--- config.mk ---
export PLATFORM = sky130hd
export DESIGN_NAME = aes_block_loader
export DESIGN_NICKNAME = d
export VERILOG_FILES = /design/src/rtl/aes_block_loader.sv
export SDC_FILE = /design/constraint.sdc
export NUM_CORES = 1
export LEC_CHECK = 0
export CORE_AREA = 2 2 218 220
export CTS_CLUSTER_SIZE = 14
export DETAILED_ROUTE_END_ITERATION = 12
export DIE_AREA = 0 0 220 222
export PLACE_DENSITY = 0.7
export SYNTH_ARGS = -nofsm -noshare
export SYNTH_HDL_FRONTEND = slang
export SYNTH_SLANG_ARGS = --single-unit
--- constraint.sdc ---
create_clock -name clk -period 2 [get_ports clk]
set_input_delay 0.2 -clock clk [delete_from_list [all_inputs] [get_ports clk]]
set_output_delay 0.2 -clock clk [all_outputs]
set_load 0.01 [all_outputs]
--- src/rtl/aes_block_loader.sv ---
// aes_block_loader
//   Byte-stream front end for an AES-128 cipher core. It assembles 16 ingress
//   bytes into one block, padding a short block with PAD_BYTE. It launches the
//   core and waits for the result, with a timeout. It then streams the 16
//   ciphertext bytes out. Only one block is in flight at a time.
//
// Ports
//   clk, rst_n                        clock, async active-low reset
//   in_valid/in_ready/in_data/in_last ingress byte stream (in_last ends a block)
//   key_load, key_in                  key capture request (only between blocks)
//   core_start                        one-cycle launch pulse to the core
//   core_plaintext, core_key          assembled block and held key
//   core_busy, core_done              core status / one-cycle result strobe
//   core_ciphertext                   core result
//   out_valid/out_ready/out_data      egress byte stream
//   out_last                          marks byte 15 of an egress block
//   timeout_err                       sticky: core failed to answer in time
//   block_count                       completed egress blocks (wraps)

// One plaintext byte slot. It loads either the ingress byte or the pad value.
module aes_block_loader_slot #(
    parameter logic [7:0] PAD_BYTE = 8'h00
) (
    input  logic       clk,
    input  logic       rst_n,
    input  logic       wr_data,
    input  logic       wr_pad,
    input  logic [7:0] data_in,
    output logic [7:0] q
);
    always_ff @(posedge clk or negedge rst_n) begin
        if (!rst_n)       q <= '0;
        else if (wr_data) q <= data_in;
        else if (wr_pad)  q <= PAD_BYTE;
    end
endmodule

module aes_block_loader #(
    parameter logic [7:0] PAD_BYTE       = 8'h00,
    parameter int         TIMEOUT_CYCLES = 32
) (
    input  logic         clk,
    input  logic         rst_n,
    input  logic         in_valid,
    output logic         in_ready,
    input  logic [7:0]   in_data,
    input  logic         in_last,
    input  logic         key_load,
    input  logic [127:0] key_in,
    output logic         core_start,
    output logic [127:0] core_plaintext,
    output logic [127:0] core_key,
    input  logic         core_busy,
    input  logic         core_done,
    input  logic [127:0] core_ciphertext,
    output logic         out_valid,
    input  logic         out_ready,
    output logic [7:0]   out_data,
    output logic         out_last,
    output logic         timeout_err,
    output logic [15:0]  block_count
);
    typedef enum logic [1:0] {S_COLLECT, S_LAUNCH, S_WAIT, S_DRAIN} state_t;

    localparam logic [5:0] TMO = 6'(TIMEOUT_CYCLES);

    state_t             state, state_nxt;
    logic [3:0]         idx, oidx;
    logic [5:0]         timer;
    logic [127:0]       key_reg;
    // Element 15 holds byte 0, so the packed vector is already in wire order.
    logic [15:0][7:0]   pt_buf;
    logic [15:0][7:0]   ct_buf;

    logic accept, blk_end, out_xfer, timed_out;

    assign accept    = (state == S_COLLECT) && in_valid;
    assign blk_end   = accept && (in_last || idx == 4'd15);
    assign out_xfer  = (state == S_DRAIN) && out_ready;
    // core_done has priority over the timeout in the same cycle.
    assign timed_out = (state == S_WAIT) && !core_done && (timer == TMO);

    assign core_plaintext = pt_buf;
    assign core_key       = key_reg;

    // Byte s is written with data when it is the current slot. It is written
    // with pad when the block closes before reaching it.
    for (genvar s = 0; s < 16; s++) begin : g_slot
        aes_block_loader_slot #(.PAD_BYTE(PAD_BYTE)) u_slot (
            .clk     (clk),
            .rst_n   (rst_n),
            .wr_data (accept && (idx == 4'(s))),
            .wr_pad  (blk_end && (4'(s) > idx)),
            .data_in (in_data),
            .q       (pt_buf[15-s])
        );
    end

    always_ff @(posedge clk or negedge rst_n) begin
        if (!rst_n) state <= S_COLLECT;
        else        state <= state_nxt;
    end

    always_comb begin
        state_nxt  = state;
        core_start = 1'b0;
        in_ready   = 1'b0;
        out_valid  = 1'b0;
        out_last   = 1'b0;
        out_data   = 8'h00;
        case (state)
            S_COLLECT: begin
                in_ready = 1'b1;
                if (blk_end) state_nxt = S_LAUNCH;
            end
            S_LAUNCH: begin
                if (!core_busy) begin
                    core_start = 1'b1;
                    state_nxt  = S_WAIT;
                end
            end
            S_WAIT: begin
                if (core_done)          state_nxt = S_DRAIN;
                else if (timer == TMO)  state_nxt = S_COLLECT;
            end
            S_DRAIN: begin
                out_valid = 1'b1;
                out_data  = ct_buf[~oidx];   // ~oidx == 15-oidx for 4 bits
                out_last  = (oidx == 4'd15);
                if (out_ready && oidx == 4'd15) state_nxt = S_COLLECT;
            end
            default: state_nxt = S_COLLECT;
        endcase
    end

    always_ff @(posedge clk or negedge rst_n) begin
        if (!rst_n) begin
            idx         <= '0;
            oidx        <= '0;
            timer       <= '0;
            key_reg     <= '0;
            ct_buf      <= '0;
            timeout_err <= 1'b0;
            block_count <= '0;
        end else begin
            if (accept) idx <= blk_end ? 4'd0 : idx + 4'd1;
            if (state == S_COLLECT && idx == 4'd0 && key_load) key_reg <= key_in;
            // The timer holds at zero outside WAIT, so it is clear on entry.
            timer <= (state == S_WAIT) ? timer + 6'd1 : 6'd0;
            if (state == S_WAIT && core_done) ct_buf <= core_ciphertext;
            if (timed_out) timeout_err <= 1'b1;
            if (out_xfer) begin
                oidx <= oidx + 4'd1;   // wraps to 0 after byte 15
                if (oidx == 4'd15) block_count <= block_count + 16'd1;
            end
        end
    end
endmodule

Word level (Yosys, flattened, before mapping)

Cells that the tools add are included.

Add/sub/neg operators: 4
Multiply operators: 0
Divide/modulo/power cells: 0
Order comparisons: 17
Eq/ne operators: 24
Shift operators: 0
Muxes and demuxes: 48
Bitwise logic cells: 1
Reductions and logical operators: 63

Operators by type and width:

| operator              | number |
|---|---|
| $mux 8                | 34 |
| $logic_and 1x1->1     | 41 |
| $eq 4x4->1 const B    | 9 |
| $bmux 8 s4            | 1 |
| $gt 4x4->1 const A    | 8 |
| $reduce_bool 2->1     | 16 |
| $add 16x1->16 const B | 1 |
| $eq 4x3->1 const B    | 4 |
| $gt 3x4->1 const A    | 4 |
| $mux 2                | 5 |
| $add 4x1->4 const B   | 2 |
| $eq 4x2->1 const B    | 2 |
| $gt 1x4->1 const A    | 2 |
| $gt 2x4->1 const A    | 2 |
| $pmux 2 s4            | 1 |
| $add 6x1->6 const B   | 1 |
| $eq 6x6->1 const B    | 1 |
| $mux 6                | 1 |
| $lt 4x5->1 const B    | 1 |
| $mux 1                | 5 |
| $eq 2x2->1 const B    | 2 |
| $eq 4x1->1 const B    | 1 |
| $logic_not 4->1       | 1 |
| $mux 4                | 1 |
| 10 further kinds      | 11 |

Bits in registers: 417
Latch bits: 0
Memory bits (writable): 0
Memory bits (read-only): 0
Input bits: 272
Output and inout port bits: 285
Memories kept: 0

Logic depth before layout (Yosys ltp)

Gate-level depths: netlist of the first run.

Word-level depth: 6
Gate-level depth with buffers: 8

By module

Synthesis of the first run repeated with hierarchy kept, for this count alone.

Cells, all modules: 1,101
Area, all modules: 17,147.7 um^2

Modules (own cells, without submodules):

| module                | instances | cells each | area each (um^2) | seq. area each (um^2) |
|---|---|---|---|---|
| aes_block_loader      | 1         | 813        | 12,323.1         | 7,231.9 |
| aes_block_loader_slot | 16        | 18         | 301.5            | 200.2 |

Least setup slack after synthesis of the first run

OpenSTA, ideal clock, no wires.

Kind: register to register
Start point: reg idx[0]
End point: reg key_reg[107], in the netlist core_key[107]
Library setup time: 125 ps
Arrival time: 1,915 ps
Data required time: 1,875 ps
Path slack: -39 ps
Cell stages (with the launch flop): 9
Buffers on the path: 3
Cells stage by stage: dfrtp_1 > clkbuf_1 > inv_1 > ha_1 > nor4bb_1 > nand2_1 > buf_2 > buf_2 > mux2_2

Word-level cells in the longest chain between the ends: 3

RTL lines:

| element                         | line | RTL |
|---|---|---|
| start: declaration              | 68   | `logic [3:0] idx, oidx;` |
| start signal: assignment        | 146  | `if (accept) idx <= blk_end ? 4'd0 : idx + 4'd1;` |
| $logic_not 4->1                 | 147  | `if (state == S_COLLECT && idx == 4'd0 && key_load) key_reg <= key_in;` |
| $logic_and 1x1->1 (2 in series) | 147  |  |
| end signal: assignment          | 147  |  |
| end: declaration                | 70   | `logic [127:0] key_reg;` |

No other way between the ends.
A chain may end at the register's enable or synchronous reset.

Worst setup path in the final report of the first run

Start point: reg oidx[0]
End point: out out_data[1]

Word-level cells in the longest chain between the ends: 4

RTL lines:

| element                      | line | RTL |
|---|---|---|
| start: declaration           | 68   |  |
| start signal: assignment     | 153  | `oidx <= oidx + 4'd1;` |
| $not 4->4                    | 128  | `out_data = ct_buf[~oidx];` |
| $bmux 8 s4                   | 128  |  |
| $mux 8 (not written as such) | 128  |  |
| $mux 8                       | 111  | `case (state)` |
| end: declaration             | 58   | `output logic [7:0] out_data,` |

No other way between the ends. The select of a mux whose other input is x is not followed.

==> run metrics, run 1 <==
status=finished, violations left; violated checks=negative setup slack; DP Area=23,900 um^2; Avg WL per Cell=21.3 um; worst setup margin=-444 ps; WL final=51,800 um; Final GP Congestion=0.857; upper clock frequency limit=409 MHz; core box area=46,300 um^2; vias in the first global route=13,000; critical path class=register to output port; clk_skew=12.9 ps; share of the synthesized area in the top cell type=61.4%; Critical Path Fanout Max=10; PwrDens=1380 nW/um^2; fraction of final layout cells sized beyond drive strength 1=28.6%; Post-synth EDFFs=0; GRT Total Usage=21.1%; sequential share of the synthesized area=61.4%; area grow syn2layout=51.9%; Starting DRT DRC Count=718; post-synthesis net count=1,434; CTS tree=done; die height=222 um; gr ovfl total=0; first-pass GRT wire length=78,500 um; HP Class=primary input to asynchronous set/reset pin; Setup crit end kind=output port; CTS Root Buffer Type=clkbuf_16; final hold vios=0; worst skew pair latency=570 ps; Finished Layout Cells=2,436; Post-synth ARST share=100%; RSZ-0062 raised after global routing=yes; CP max stage cell=mux4_2; dpl cells=2,338; most common cell after layout, fill and taps aside=clkdlybuf4s50_1; Synth Flop Type=dfrtp_1; DRC=0; Lkg Pwr=11.3 nW; Pwr Total=35.6 mW; pre-CTS setup slack=-411 ps; cell-internal power=24.8 mW; Clk pwr share=23.5%; DIE WIDTH=220 um; CP cell instances=buf_12 -> mux4_2 -> o211ai_1 -> o21ai_1 -> buf_2; Starting Density=36.7%; reg2reg setup slack=-90 ps; slowest stage delay, CP=490 ps; Final nets=2,077; initial antenna violation count=1; Vias=12,400; Cells after Synth=1,154; max-slew violations=0; TritonCTS Buffers=45; commonest non-fill, non-tap cells in the layout=clkdlybuf4s50_1 (543), dfrtp_1 (414), mux2_2 (267); Comb power frac=38.6%; IO Pins=557; post-layout min period=2440 ps; port bufs=556; mean post-synth cell area=14.7 um^2; DR pass1 iterations=6; synthesis warning total=0; Layout Cell Area excl Fill=25,800 um^2; CTS H-Tree Depth=2; Synth area leaders=dfrtp_1 (61%), mux2_2 (18%), a22o_1 (6.2%); Post-DRT Antenna Nets=0; CTS clk-pin slew, worst paths=60 ps; part of the power in registers=37.9%; Max VDD drop=0.986 mV; flops & latches, synth=417; Arrival @ worst endpoint=2240 ps; Slew HR=57.1%; post-synth design cell area=17,000 um^2; DP HPWL=39,000 um; P_sw=10.8 mW; die area=48,800 um^2; final setup fails=13; row count=79; clk buf depth=3; Worst Path Required=1800 ps; largest net degree at the start of global routing=79; post-synth cell types=52; via/cell ratio=5.07; maxcap violations=0; Synth area leader=dfrtp_1; Sw Share=30.3%; Fin Setup TNS=-3340 ps; final period utilization=122%; worst-margin pin slew=639 ps; Critical Path Source Type=register; clk sinks=417
[flip-flops by register name, summed over array words and instances, names as in the netlist]
register / cells
core_key: 128
block_count: 16
state: 2
oidx: 4
g_slot.u_slot.q: 128
idx: 4
timeout_err: 1
ct_buf: 128
timer: 6
[per-stage QoR]
stage / util (%) / hold WS (ps)
2_1_floorplan: - / -95.6
3_3_place_gp: 51.8 / 88.9
3_5_place_dp: 51.8 / 94.0
4_1_cts: 55.7 / 83.3
5_1_grt: 55.8 / 103
6_report: 55.8 / 103
[layer usage]
layer	track usage, %	share of wire (%)	up-vias
li1	-	-	5525
met1	26.8	41	6306
met2	36.4	51	431
met3	3.83	5.5	90
met4	6.17	2.6	0
met5	0	0	-
[final cells by class]
type | count | area [um^2]
diodes | 1 | 2.50
fillers | 3756 | 20500
flip-flops and latches | 417 | 10400
inverters | 6 | 22.5
well taps | 607 | 759
repair buffers | 668 | 6750
multi-input cells | 659 | 6350
clock inverters | 10 | 140
clock buffers | 68 | 1340
[worst paths after layout]
path                       cells past startpoint                 start                     to
min in group clk                               2  core_ciphertext[105]            ct_buf[105]
max                                            5               oidx[0]            out_data[1]
max reg2reg                                    9               oidx[0]               state[0]
max in group asynchronous                      4                 rst_n  g_slot[9].u_slot.q[4]
min                                            2                 rst_n           core_key[37]
min reg2reg                                    1           timeout_err            timeout_err
[logic make-up (layout without fill, tap and decap cells)]
logic type               Yosys count  count (layout)  share of synthesized area, %
AO/OA/AOI/OAI                    171             171                          8.06
AND/OR/NAND/NOR                  141             141                          4.68
flip-flops                       417             417                          61.4
adder cells (fa/ha/maj)            8               8                         0.589
multiplexers                     316             316                          21.9
buffers and inverters             78             752                          2.13
XOR/XNOR                          23              23                          1.19
other                              0               1                             0
[power by group through the flow]
stage | sequential, mW | combinational [mW] | clock (mW)
6_report | 13.5 | 13.7 | 8.35
2_1_floorplan | 13.6 | 5.74 | 0
5_1_grt | 13.8 | 14.7 | 8.87
4_1_cts | 13.5 | 13.9 | 8.54
3_5_place_dp | 13.6 | 13.3 | 0
3_3_place_gp | 13.5 | 13.0 | 0
[critical path: cells and delay by family, from the launching register on]
kind / cells / cell delay [ps]
flops: 1 / 410
mux: 1 / 490
buf+inv: 2 / 330
compound gates: 2 / 450
[synthesized netlist by cell type, drive strengths merged, types with 3 or more instances]
| cell type | number |
|---|---|
| nand2b | 4 |
| clkbuf | 21 |
| xnor2 | 14 |
| a22oi | 7 |
| inv | 6 |
| and2 | 5 |
| nand4 | 4 |
| and3 | 11 |
| nor3 | 3 |
| and4 | 4 |
| ha | 8 |
| mux2i | 30 |
| a21oi | 6 |
| buf | 51 |
| dfrtp | 417 |
| nand3b | 3 |
| nor2 | 23 |
| xor2 | 9 |
| o211ai | 9 |
| mux2 | 268 |
| a22o | 121 |
| nand2 | 46 |
| nand3 | 21 |
| nor2b | 3 |
| mux4 | 18 |
| nor4 | 3 |
| o21ai | 24 |
[repair_timing]
| item | 4_1_cts | 5_1_grt |
|---|---|---|
| setup buffers | 15 | 6 |
| setup endpoints to repair | 36 | 150 |
| pin swaps | 19 | 21 |
| gates cloned | 2 | 0 |
| resized for setup | 99 | 21 |
| hold buffers | 1 | 0 |
| hold endpoints to repair | 268 | 0 |
(Power assumes the default switching activity.)
==> run 2: changes to the inputs <==
Settings changed: CORE_AREA 2 2 218 220 to 2 2 217 219, DIE_AREA 0 0 220 222 to 0 0 219 221, PLACE_DENSITY 0.7 to 0.71.
==> run metrics, run 2 (synthesized netlist as in run 1, its figures left out) <==
commonest non-fill, non-tap cells in the layout=clkdlybuf4s50_1 (543), dfrtp_1 (414), mux2_2 (267); Starting DRT DRC Count=807 (+12%); DR pass1 iterations=5 (-1); initial antenna violation count=3 (+2); Vias=12,200 (-1.6%); Bufs and invs on worst path=3 (+1); Setup crit end kind=output port; PwrDens=1370 nW/um^2 (-0.51%); clk buf depth=3 (unchanged); most common cell after layout, fill and taps aside=clkdlybuf4s50_1; worst setup margin=-463 ps (-18.6 ps); core box area=46,100 um^2 (-0.43%); final hold vios=0 (unchanged); final period utilization=123% (+0.93 points); GRT Total Usage=21.0% (-0.057 points); vias in the first global route=12,800 (-1.4%); CP max stage cell=mux4_2; DRC=0 (unchanged); IO Pins=557 (unchanged); Critical Path Fanout Max=7 (-3); dpl cells=2,340 (+0.086%); Slew HR=54.1% (-3.0 points); area grow syn2layout=51.0%; violated checks=negative setup slack; Final nets=2,071 (-0.29%); Max VDD drop=0.848 mV (-14%); die height=221 um (-0.45%); final setup fails=9 (-4); RSZ-0062 raised after global routing=yes; Pwr Total=35.2 mW (-1.2%); CP cell instances=buf_12 -> buf_6 -> mux4_2 -> o211ai_1 -> o21ai_1 -> buf_2; DP HPWL=38,300 um (-1.7%); max-slew violations=0 (unchanged); upper clock frequency limit=406 MHz (-0.75%); DIE WIDTH=219 um (-0.45%); WL final=50,900 um (-1.8%); status=finished, violations left; CTS clk-pin slew, worst paths=60 ps (about the same); post-layout min period=2460 ps (+18.6 ps); fraction of final layout cells sized beyond drive strength 1=28.2% (-0.31 points); clk_skew=12.9 ps (-0.0409 ps); Final GP Congestion=0.865 (+0.91%); port bufs=556 (unchanged); Starting Density=36.9% (+0.16 points); first-pass GRT wire length=78,300 um (-0.27%); critical path class=register to output port; CTS tree=done; final core occ=55.7% (-0.13 points); clk sinks=417 (unchanged); via/cell ratio=5.01 (-1.3%); worst-margin pin slew=684 ps (+45.0 ps); row count=79 (unchanged); CTS H-Tree Depth=2 (unchanged); CP delay by family, top=multiplexers; gr ovfl total=0 (unchanged); Arrival @ worst endpoint=2260 ps (+20 ps); Post-DRT Antenna Nets=0 (unchanged); Worst Path Required=1800 ps (about the same); CTS Root Buffer Type=clkbuf_16; worst skew pair latency=560 ps (about the same); Lkg Pwr=11.3 nW (-0.69%); die area=48,400 um^2 (-0.90%); HP Class=primary input to asynchronous set/reset pin; Avg WL per Cell=20.9 um (-1.5%); largest net degree at the start of global routing=79 (unchanged); TritonCTS Buffers=44 (-2.2%); maxcap violations=0 (unchanged); slowest stage delay, CP=490 ps (about the same); Critical Path Source Type=register; Finished Layout Cells=2,429 (-0.29%)
[run 2: cell types whose count changed in the layout (fill, tap and decap cells not counted), moves of 2 or more]
cell,previous run,this run
o21ai_2,9,13
nor3b_1,2,0
o21ai_1,8,5
o21ai_0,7,5
buf_6,11,8
bufinv_16,3,1
buf_4,75,78
nand2_2,7,3
buf_12,23,20
nand2_1,37,41
nor3b_2,0,2
nor2_1,17,19
clkinvlp_4,2,0
[run 2: worst paths after layout]
kind                       slack (ps)        start                      to  depth (start not counted)
hold reg to reg                   480  timeout_err             timeout_err                          1
hold / removal                    190        rst_n           core_key[102]                          2
max in group asynchronous        1000        rst_n  g_slot[15].u_slot.q[3]                          3
min in group clk                  250  key_in[127]           core_key[127]                          2
setup / recovery                 -460      oidx[0]             out_data[5]                          6
setup reg to reg                  -10      oidx[1]         block_count[10]                          8
[run 2: power breakdown]
group | internal, mW | switching, mW
sequential | 11.5 | 1.98
combinational | 8.27 | 5.46
clock | 4.69 | 3.26
[run 2: area by class of cell]
type,instances,area [um^2]
repair buffers,663,6660
inverters,6,22.5
flip-flops and latches,417,10400
fillers,3803,20400
multi-input cells,659,6360
well taps,607,759
clock inverters,7,67.6
clock buffers,68,1330
diodes,2,5.00
[run 2: what timing repair did]
action,CTS,global route
cloned,3,0
endpoints found under the setup margin,22,110
hold buffers,1,0
hold endpoints to repair,66,0
gates resized for setup,90,25
pin swaps,16,8
buffers inserted,8,4
[run 2: per-stage QoR]
stage               hold slack [ps]  TNS [ps]  setup slack [ps]  instance area, um^2
floorplan                     -95.6         0              31.1                17000
finish                          195     -3230              -463                25600
detailed placement              210     -5160              -301                23900
CTS                             190     -4120              -520                25600
global placement                199     -2840              -272                23900
global route                    206     -4330              -587                25600
[run 2: worst reg2reg max path: stages, from the launching register on]
cell and delay (ps):
dfrtp_2 400, buf_12 130, buf_8 110, buf_8 120, ha_4 160, nand4_1 210
nor4_4 410, and4_1 250, xor2_1 150
[run 2: per-layer routing]
layer	track usage (%)	wire, um	vias to the layer above
met1	26.5	20500	6123
li1	-	-	5509
met3	4.77	3140	84
met5	0	25	-
met4	5.91	1270	4
met2	36.0	25900	440
==> run 3: changes to the inputs <==
Settings changed: GPL_ROUTABILITY_DRIVEN set to 0.
==> results of run 3 <==
No change in the layout: final DEF, timing and power equal those of run 2.
